`config.mk`:
```
export PLATFORM = sky130hd
export DESIGN_NAME = shrg_uni
export DESIGN_NICKNAME = d
export VERILOG_FILES = /design/src/rtl/shrg_pkg.sv /design/src/rtl/shrg_step.sv /design/src/rtl/shrg_uni.sv
export SDC_FILE = /design/constraint.sdc
export NUM_CORES = 1
export LEC_CHECK = 0
export CORE_UTILIZATION = 47
export DETAILED_ROUTE_END_ITERATION = 8
export PLACE_DENSITY = 0.87
export RECOVER_POWER = 100
export REMOVE_ABC_BUFFERS = 1
export SYNTH_ARGS = -nofsm -noshare
export SYNTH_HDL_FRONTEND = slang
export SYNTH_SLANG_ARGS = --single-unit
```
`constraint.sdc`:
```
create_clock -name clk -period 1.89 [get_ports clk]
set_input_delay 0.378 -clock clk [delete_from_list [all_inputs] [get_ports clk]]
set_output_delay 0.378 -clock clk [all_outputs]
set_load 0.005 [all_outputs]
```
`src/rtl/shrg_pkg.sv`:
```
// Shared constants and helpers for the parametrised shift register family.
package shrg_pkg;

   localparam logic DIR_LEFT  = 1'b0;
   localparam logic DIR_RIGHT = 1'b1;

   // Counter width able to hold 0..N/S.
   function automatic int shrg_cw(input int n, input int s);
      return $clog2(n / s + 1);
   endfunction

endpackage

```
`src/rtl/shrg_step.sv`:
```
// One shift step: next buffer value and the lane ejected by the step in the
// requested direction. Purely combinational so it can be replicated per channel.
module shrg_step
   import shrg_pkg::*;
#(
   parameter int N = 8,
   parameter int S = 1
) (
   input  logic [N-1:0] buf_cur,
   input  logic [S-1:0] data,
   input  logic         dir,
   input  logic         rot,
   output logic [N-1:0] buf_nxt,
   output logic [S-1:0] ejected
);

   logic [S-1:0] ins;

   always_comb begin
      ejected = buf_cur[N-1:N-S];
      buf_nxt = buf_cur;
      if (dir == DIR_RIGHT) begin
         ejected = buf_cur[S-1:0];
      end
      // Rotate feeds the ejected lane back in at the opposite end.
      ins = rot ? ejected : data;
      if (dir == DIR_RIGHT) begin
         buf_nxt = {ins, buf_cur[N-1:S]};
      end else begin
         buf_nxt = {buf_cur[N-S-1:0], ins};
      end
   end

endmodule

```
`src/rtl/shrg_uni.sv`:
```
// Universal S-bit-lane shift register with step counter, word-complete pulse
// and an output latch that can auto-capture each completed word.
module shrg_uni
   import shrg_pkg::*;
#(
   parameter int N        = 8,
   parameter int S        = 1,
   parameter int AUTO_SET = 1,
   localparam int CW      = shrg_cw(N, S)
) (
   input  logic          clk,
   input  logic          reset,
   input  logic [S-1:0]  data,
   input  logic [N-1:0]  i,
   input  logic          wri,
   input  logic          shift,
   input  logic          dir,
   input  logic          rot,
   input  logic          set,
   output logic [N-1:0]  o,
   output logic [S-1:0]  so,
   output logic [CW-1:0] cnt,
   output logic          done
);

   localparam int            K        = N / S;
   localparam logic [CW-1:0] CNT_LAST = CW'(K - 1);

   if (N < 2 || S < 1 || S >= N || (N % S) != 0) begin : g_param_err
      $error("shrg_uni: need N>=2, 1<=S<N and N divisible by S");
   end

   logic [N-1:0] buf_q;
   logic [N-1:0] buf_nxt;
   logic         step;
   logic         word_done;

   shrg_step #(
      .N(N),
      .S(S)
   ) u_step (
      .buf_cur(buf_q),
      .data   (data),
      .dir    (dir),
      .rot    (rot),
      .buf_nxt(buf_nxt),
      .ejected(so)
   );

   // A load always wins, so a shift only counts as a step without wri.
   assign step      = shift && !wri;
   assign word_done = step && (cnt == CNT_LAST);

   always_ff @(posedge clk or negedge reset) begin
      if (!reset) begin
         buf_q <= '0;
         cnt   <= '0;
         done  <= 1'b0;
      end else begin
         done <= word_done;
         if (wri) begin
            buf_q <= i;
            cnt   <= '0;
         end else if (shift) begin
            buf_q <= buf_nxt;
            cnt   <= word_done ? '0 : CW'(cnt + 1'b1);
         end
      end
   end

   // Auto-capture takes the freshly assembled word; explicit set takes the
   // buffer as it was before this edge.
   always_ff @(posedge clk or negedge reset) begin
      if (!reset) begin
         o <= '0;
      end else if ((AUTO_SET != 0) && word_done) begin
         o <= buf_nxt;
      end else if (set) begin
         o <= buf_q;
      end
   end

endmodule

```
Word level (Yosys, flattened, before mapping)
Index checks and enable logic that the tools add are counted.

Add/sub/neg operators: 1. Multipliers: 0. Divide/modulo/power cells: 0. Order comparisons: 0. Eq/ne operators: 1. Shift operators: 0. Muxes and demuxes: 10. Bitwise logic cells: 0. Reductions and logical operators: 5.

Operators by type and width (count): $mux 8 (5); $mux 4 (3); $add 4x1->4 const B (1); $eq 4x3->1 const B (1); $reduce_bool 2->1 (2); $logic_and 1x1->1 (2); $mux 1 (2); $logic_not 1->1 (1).

Register bits after elaboration: 21. Bits in latches: 0. RAM bits: 0. Bits in read-only memories: 0. Input port bits: 16. Output and inout bits: 14. Word-level logic and storage cells: 21. Memories: 0.

Logic depth before layout (Yosys ltp)
Gate-level depths: netlist of run 1.

Depth in word-level cells: 6. Gate-level depth with buffers: 5. Gate-level depth less buffers: 4.

Hierarchy
From an unflattened synthesis of run 1, not the netlist that was laid out.

Cells, all modules: 95. Area total of the unflattened synthesis: 1139.8 sq um.

Modules (own cells, without submodules): shrg_uni (instances 1, cells each 81, area an instance 989.7 sq um, sequential area each 525.5 sq um); shrg_step (instances 1, cells each 14, area an instance 150.1 sq um, sequential area each 0.0 sq um).

Least setup slack after synthesis of run 1
Ideal clock, no wire load.

Kind: register to register. From: register cnt[0]. To: register o[7]. Setup time: 125 ps. Arrival: 1369 ps. Data required time: 1765 ps. Path slack: 396 ps. Cell stages (with the launch flop): 6. Buffers on the path: 1. Clock period less this slack: 1494 ps. Path through: dfrtp_1 > ha_1 > nand2_4 > nor4b_4 > buf_6 > mux2_4.

Word-level cells in the longest chain between the ends: 3. Elaborated cells on any way between the ends: 4. Those cells by class: 1 x eq/ne; 1 x mux; 2 x reduce/logical.

Ends and longest elaborated chain: from (decl) (RTL line shrg_uni.sv:22) `output logic [CW-1:0] cnt,`; from (signal assigned) (RTL line shrg_uni.sv:66) `cnt <= word_done ? '0 : CW'(cnt + 1'b1);`; $eq 4x3->1 * (RTL line shrg_uni.sv:52) `assign word_done = step && (cnt == CNT_LAST);`; $logic_and 1x1->1 * (RTL line shrg_uni.sv:52); net word_done (RTL line shrg_uni.sv:36) `logic word_done;`; $mux 8 or $reduce_bool 2->1 (tied branches); to (signal assigned) (RTL line shrg_uni.sv:77) `o <= buf_nxt;`; to (signal assigned) (RTL line shrg_uni.sv:79) `o <= buf_q;`; to (decl) (RTL line shrg_uni.sv:20) `output logic [N-1:0] o,`.

Mark *: on every way through the listed nets, which the timed path passes. The rest lies on a longest branch. A chain may end at the register's enable or synchronous reset.

Worst setup path after layout of run 1
From: input dir. To: output so.

Word-level cells in the longest chain between the ends: 1.

Ends and longest elaborated chain: from (decl) (RTL line shrg_uni.sv:17) `input logic dir,`; $mux 1 (RTL line shrg_step.sv:22) `if (dir == DIR_RIGHT) begin`; to (decl) (RTL line shrg_uni.sv:21) `output logic [S-1:0] so,`.

No other way between the ends.

==> results of run 1 <==
how the worst max path moves through the flow:
stage,startpoint,to,cells after the start
floorplan,cnt[0],o[7],4
global route,dir,so,3
global placement,dir,so,3
CTS,dir,so,3
detailed placement,dir,so,3
finish,dir,so,3
tightest hold or removal path, cell delays in order (launching register included):
cell and delay (ps):
dfrtp_1 360, mux2i_1 60, mux2i_1 120
flip-flops by register name, indices dropped and copies added (netlist names):
signal,cells
buf_q,8
o,8
cnt,4
done,1
final cells by class:
| cell class | instances | area [µm²] |
|---|---|---|
| Sequential cell | 21 | 526 |
| Clock buffer | 4 | 26.3 |
| Fill cell | 186 | 776 |
| Tap cell | 28 | 35.0 |
| Timing Repair Buffer | 37 | 339 |
| Inverter | 2 | 7.51 |
| Multi-Input combinational cell | 69 | 546 |
power by group through the flow:
stage                     combinational, mW  sequential [mW]  clock (mW)
after floorplan                       0.103            0.538           0
after global placement                0.248            0.542           0
after detailed placement              0.258            0.545           0
after CTS                             0.258            0.536       0.218
after global routing                  0.261            0.540       0.244
final                                 0.240            0.534       0.214
kinds of logic (layout without fill, tap and decap cells):
logic type / after synthesis / after routing / synth area share (%)
mux: 26 / 26 / 23.6
compound gates: 23 / 23 / 14.1
flops: 21 / 21 / 46.1
simple gates: 18 / 18 / 9.21
buf+inv: 9 / 43 / 5.15
fa+ha+maj: 1 / 1 / 1.10
xor+xnor: 1 / 1 / 0.768
metrics by stage:
stage / cell area, µm² / power [mW]
after CTS: 1500 / 1.01
after detailed placement: 1480 / 0.803
after floorplan: 1090 / 0.640
after global placement: 1480 / 0.790
final: 1480 / 0.988
after global routing: 1480 / 1.05
repair_timing:
| item | 4_1_cts | 5_1_grt |
|---|---|---|
| resized for setup | 1 | 0 |
| hold buffers | 0 | 0 |
| endpoints found under the setup margin | 1 | 0 |
layout by cell type (no fill, tap or decap), types with 2 or more instances in the layout:
cell type / count
clkbuf_4: 3
a21o_1: 7
dfrtp_1: 21
dlygate4sd3_1: 15
a211oi_1: 7
mux2i_1: 22
nand2_1: 3
mux2_2: 3
buf_4: 5
a21oi_1: 5
clkdlybuf4s50_1: 13
inv_1: 2
clkbuf_1: 3
nor2_1: 10
metal layers:
layer / part of all wire [%] / routed length, µm / GRT usage (%)
met5: 0 / 0 / 0
met4: 2.4 / 58 / 8.56
met3: 4.2 / 102 / 5.36
met2: 52 / 1260 / 37.7
met1: 41 / 1010 / 25.2
==> impl_metrics.ini, run 1 <==
[run_status]
outcome = finished, final reports clean

[synth]
synth_edf_count = 0
synth_cell_types = 25
yosysTopAreaCell = dfrtp_1
yosysWarnings = 0
synthCells = 99
yosysMostFrequentCell = mux2i_1
syn_area_um2 = 1140
synth_area_leaders = dfrtp_1 46%, mux2i_1 19%, a211oi_1 4.6%, a21o_1 4.6%, nor2_1 3.3%
syn_avg_cell_area_um2 = 11.5
synth_top_area_share_pct = 46.1
ys_async_sr_fraction_pct = 100
synth_flop_cell = dfrtp_1
ys_ff_latch = 21
yosys-top-cells-count = 22 x mux2i_1, 21 x dfrtp_1, 10 x nor2_1
synth_seq_area_share_pct = 46.1

[die]
dieWidth_um = 51.3
dieArea_um2 = 2630
top_level_ports = 30
core_area_um2 = 2250
rows = 17
die-height_um = 51.3
start_util_pct = 50.6

[sta]
final.setup_skew_ps = 2.54
drv_slew = 0
fin_setup_tns_ps = 0
worst_slew_pin_slew_ps = 1120
setup_violations = 0
setup_ws_ps = 58.0
hold_viol_final = 0
timing.hold.ws_ps = 579
period_needed_ps = 1830
post-route-period-util_pct = 96.9
clock.fmax_ghz = 0.546
slew_headroom_pct = 25.0
grt_setup_unrepaired = no

[power]
max-vdd-ir-drop_uv = 558
leakagePower_nw = 0.677
pwr-share-clk_pct = 21.6
p_per_area_nw_per_um2 = 668
switching_power_mw = 0.271
pwr-share-seq_pct = 54.1
comb_power_share_pct = 24.3
p_int_mw = 0.717
switching_share_pct = 27.4

[clock_network]
h-tree-depth = 1
cts_setup_buffers = 0
cts_made_buffers = 3
path_clk_slew_ps = 110
clockRootBuffer = clkbuf_4
clockBufferDepth = 2
clock-sinks = 21
clkLatencyLatePin_ps = 310
cts_tree = built

[worst_hold_path]
min_path_cells = 2
min_from = o[3]
hold_path.class = reg -> reg
hold_end = o[3]

[routing]
drt_wl_total_mm = 2.43
viasPerCell = 5.73
drt-initial-drc-count = 18
antenna_left = 0
wire_per_inst_um = 15.1
num_vias = 923
first_pass_iters = 4
drcViolationCount = 0

[placed_design]
portBuffers = 29
dpl.hpwl_mm = 1.85
gp_congestion = 0.792
pre_cts_ws_ps = -129
placed_cells = 157

[critical_path]
critPathTopFamily = buffers and inverters
crit_fanout = 2
slowest_stage = clkdlybuf4s50_1
cp.arrival_ps = 1450
critPathKind = in -> out
cp_cell_sequence = clkdlybuf4s50_1 > mux2_2 > dlygate4sd2_1
regToRegStartpoint = cnt[0]
max_stage_delay_ps = 480
rr_worst_depth = 5
required_ps = 1510
cp_num_buf_inv = 2
cp-end-kind = primary output
r2r-end = o[4]
critical_path.startpoint_type = input pin
r2r_slack_ps = 270

[finish]
drive_gt1_share_pct = 9.77
antennaDiodeCount = 0
fin_nets = 151
layoutNonFillerInstCount = 161
area_delta_synth_final_pct = 29.6
final_core_util_pct = 65.6

[grt]
grt_pass1_wl_mm = 4.14
grt_max_degree = 22
grt_pass1_vias = 925
antenna_found_initial = 0
grt-ovfl-total = 0
grt.total_usage_pct = 21.6

[run]
drv_cap = 0
No activity file was read; power rests on OpenSTA's default activity.
==> inputs of run 2 (changes only) <==
--- a/config.mk
+++ b/config.mk
@@ -7,7 +7,7 @@
 export LEC_CHECK = 0
 export CORE_UTILIZATION = 47
 export DETAILED_ROUTE_END_ITERATION = 8
-export PLACE_DENSITY = 0.87
+export PLACE_DENSITY = 0.76
 export RECOVER_POWER = 100
 export REMOVE_ABC_BUFFERS = 1
 export SYNTH_ARGS = -nofsm -noshare
==> run 2 against run 1 <==
Clock-buffer cell count fell by 1. Final cell count unchanged. Setup slack worse by 2.3 ps. Power increased by 1.0%. Critical path type unchanged. Largest cell class unchanged. Largest power group unchanged. Highest routed layer unchanged.
==> impl_metrics.ini, run 2 (synthesized netlist as in run 1, its figures left out) <==
[power]
leakagePower_nw = 0.680
max-vdd-ir-drop_uv = 447
p_per_area_nw_per_um2 = 677
finalPower_mw = 0.998

[finish]
area_delta_synth_final_pct = 29.2
final_cell_mix = 22 x mux2i_1, 21 x dfrtp_1, 15 x dlygate4sd3_1
antennaDiodeCount = 0
drive_gt1_share_pct = 10.5
final_common_cell = mux2i_1
fin_nets = 151
layoutNonFillerInstCount = 161
finalInstanceArea_um2 = 1470
reg_top3 = buf_q (8), o (8), cnt (4)

[critical_path]
max_stage_delay_ps = 490
critPathKind = in -> out
slowest_stage = clkdlybuf4s50_1
required_ps = 1510
cp-end-kind = primary output
regToRegStartpoint = cnt[0]
r2r_slack_ps = 170
cp_num_buf_inv = 2
rr_worst_depth = 5
cp.arrival_ps = 1460
critical_path.startpoint_type = input pin
cp_cell_sequence = clkdlybuf4s50_1 > mux2_2 > dlygate4sd2_1
crit_fanout = 2
r2r-end = o[4]
critPathTopFamily = buffers and inverters

[clock_network]
clkLatencyLatePin_ps = 310
path_clk_slew_ps = 120
clockBufferDepth = 2
clockRootBuffer = clkbuf_4
cts_made_buffers = 3
cts_tree = built
clock-sinks = 21
h-tree-depth = 1

[placed_design]
postPlaceCellArea_um2 = 1480
gp_congestion = 0.787
portBuffers = 29
placed_cells = 157
dpl.hpwl_mm = 1.73

[sta]
final.setup_skew_ps = 6.04
worst_slew_pin_slew_ps = 1110
setup_violations = 0
slew_headroom_pct = 26.1
drv_slew = 0
post-route-period-util_pct = 97.1
hold_viol_final = 0
grt_setup_unrepaired = no
clock.fmax_ghz = 0.545
period_needed_ps = 1830

[grt]
grt_pass1_vias = 867
antenna_found_initial = 0
grt_max_degree = 22
grt-ovfl-total = 0
grt.total_usage_pct = 20.3
grt_pass1_wl_mm = 3.91

[routing]
first_pass_iters = 4
drt_wl_total_mm = 2.33
num_vias = 895
viasPerCell = 5.56
wire_per_inst_um = 14.5
antenna_left = 0
drcViolationCount = 0
drt-initial-drc-count = 13

[run]
drv_cap = 0

[die]
top_level_ports = 30
core_area_um2 = 2250
dieArea_um2 = 2630
die-height_um = 51.3
rows = 17
dieWidth_um = 51.3
start_util_pct = 50.6

[worst_hold_path]
hold_path.class = reg -> reg
min_path_cells = 2
hold_end = o[0]
min_from = o[0]

[run_status]
outcome = finished, final reports clean
run 2: changes by cell type in the layout (fill, tap and decap cells not counted), sizes merged:
cell / previous run / this run
clkbuf: 7 / 6
clkinv: 0 / 1
run 2: routing by layer:
metal / share of wire, % / track usage [%] / vias up
li1: - / - / 429
met1: 48 / 26.9 / 440
met2: 47 / 33.6 / 22
met3: 4.0 / 3.87 / 4
met4: 1.1 / 5.86 / 0
met5: 0 / 0 / -
run 2: worst register-to-register path: stages (launching register included):
cell and delay (ps):
dfrtp_1 440, ha_1 230, nand2_1 110, nor4b_2 430
buf_4 250, mux2i_1 200
run 2: worst max-delay path by stage:
stage | startpoint | endpoint | slack [ps] | depth (start not counted)
3_3_place_gp | dir | so | -110 | 3
4_1_cts | dir | so | 50 | 3
5_1_grt | dir | so | 40 | 3
3_5_place_dp | dir | so | -140 | 3
6_report | dir | so | 60 | 3
2_1_floorplan | cnt[0] | o[7] | 200 | 4
run 2: final cells by class:
type / instances / area, µm²
inverters: 2 / 7.51
flip-flops and latches: 21 / 526
clock inverters: 1 / 5.00
well taps: 28 / 35.0
clock buffers: 3 / 22.5
fillers: 202 / 781
repair buffers: 37 / 338
multi-input cells: 69 / 541
run 2: what timing repair did:
action                                  4_1_cts  5_1_grt
hold buffers                                  0        0
gates resized for setup                       1        0
setup buffers                                 0        0
endpoints found under the setup margin        1        0
run 2: through the flow:
stage	setup slack [ps]	utilization [%]	TNS, ps	hold WS (ps)
after floorplan	195	-	0	82.4
after global placement	-113	65.4	-113	541
after detailed placement	-138	65.4	-138	563
after CTS	47.0	66.6	0	399
after global routing	35.1	65.4	0	615
final	55.7	65.4	0	586
run 2: report_power, final:
group	switching, mW	internal, mW	leakage [nW]
registers	0.0378	0.496	0.257
clock network	0.149	0.0792	0.0177
logic	0.0961	0.140	0.405
total	0.283	0.715	0.680
==> variant, RTL diff (flow settings as in run 1) <==
Reset style: synchronous (`reset`), changed in 2 clocked blocks.
--- a/src/rtl/shrg_uni.sv
+++ b/src/rtl/shrg_uni.sv
@@ -51,7 +51,7 @@
    assign step      = shift && !wri;
    assign word_done = step && (cnt == CNT_LAST);
 
-   always_ff @(posedge clk or negedge reset) begin
+   always_ff @(posedge clk) begin
       if (!reset) begin
          buf_q <= '0;
          cnt   <= '0;
@@ -70,7 +70,7 @@
 
    // Auto-capture takes the freshly assembled word; explicit set takes the
    // buffer as it was before this edge.
-   always_ff @(posedge clk or negedge reset) begin
+   always_ff @(posedge clk) begin
       if (!reset) begin
          o <= '0;
       end else if ((AUTO_SET != 0) && word_done) begin
Check against the original RTL: differs if reset is asserted again (counterexample within 4 cycles, from zero or initial values and one cycle with reset low); with reset held inactive, the same outputs for 10 cycles.
==> variant against run 1 <==
Power shrank 10%; wire length rose by 18%; utilization rose by 0.94 points; combinational power down 23%; sequential cell count unchanged; count of clock-buffer cells in the layout decreased by 1; setup slack improved by 0.0081 ns; register-to-register slack gained 0.13 ns; final area grew 1.4%; synthesized area fell by 0.33%; via count grew 12%; highest routed layer unchanged.
==> variant: results (changes against run 1) <==
GRT
  • Vias in the first global route: 994 (+7.5%)

STA
  • Hold_ws: 0.565 ns (-0.0137 ns)
  • Fmax: 548 MHz (+0.44%)
  • Slew @ Worst Pin: 0.476 ns (-0.649 ns)

Routing
  • WL final: 2880 µm (+18%)
  • WL/cell: 16.5 µm (+9.6%)
  • Vias per inst: 5.95 (+3.8%)

Placement
  • GPL Wtd Cong: 0.819 (+3.3%)
  • Post-detail-place hpwl: 2110 µm (+14%)
  • Post-Place Setup Slack: -0.124 ns (+0.00499 ns)
  • DP Cell Count: 170 (+8.3%)

Layout
  • Fraction of area in multi-input gates: 41.5% (+4.6 points)
  • Final-layout clock-cell area share: 1.83% (+0.058 points)
  • Invs w/o clock: 3 (+1)
  • Fill cell count: 198 (+6.5%)
  • Multi-In Gates: 78 (+13%)
  • Area of the multi-input gates: 623 µm² (+14%)
  • Share of layout cells above drive strength 1: 19.9% (+10 points)
  • Post-Route Utilization: 66.5% (+0.94 points)
  • Reg area: 420 µm² (-20%)

Power
  • Max IR drop VDD: 370 µV (-34%)
  • Static Leak: 0.000624 µW (-7.9%)

Synth
  • Ys async rst share: 0% (-100 points)
  • Register area share after synthesis: 37.0% (-9.1 points)
  • Post-Synthesis Cells: 112 (+13%)
  • Synth cell types: 29 (+16%)

Critical path
  • RR Endpoint: o[2]$_SDFFE_PN0P_
  • R2R Setup Slk: 0.40 ns (+0.13 ns)
  • Reg-to-reg startpoint: cnt[2]$_SDFFE_PP0P_

Run status
  • Run status: completed

Worst hold path
  • Sink of the worst hold path: cnt[0]$_SDFFE_PP0P_
## variant: changes by cell type in the layout (fill, tap and decap cells not counted), sizes merged, moves of 2 or more
cell and delta:
mux2i -14, a31o +6, a21oi +6, dfxtp +21
buf +2, mux2 +6, a211oi +8, dfrtp -21
a21o -5
## variant: critical path, delay by kind of cell
family	cells	cell delay (ns)
buffers and inverters	2	0.75
muxes	1	0.32
## variant: cells by family after synthesis
kind of cell,Yosys count,share of synthesized area (%)
adder cells (fa/ha/maj),1,1.10
AO/OA/AOI/OAI,39,27.8
multiplexers,18,16.9
XOR/XNOR,2,1.54
buffers and inverters,13,7.37
AND/OR/NAND/NOR,18,8.25
flip-flops,21,37.0
## variant: per-layer routing
layer	vias up	share of wire [%]	GRT usage, %
li1	482	-	-
met1	499	43	30.2
met2	48	50	41.2
met3	6	5.1	2.08
met4	0	1.6	13.0
met5	-	0	0
## variant: where the power goes
part	internal, µW	total, µW	switching, µW
clock network	79.0	218	139
registers	464	485	20.1
logic	103	184	81.5
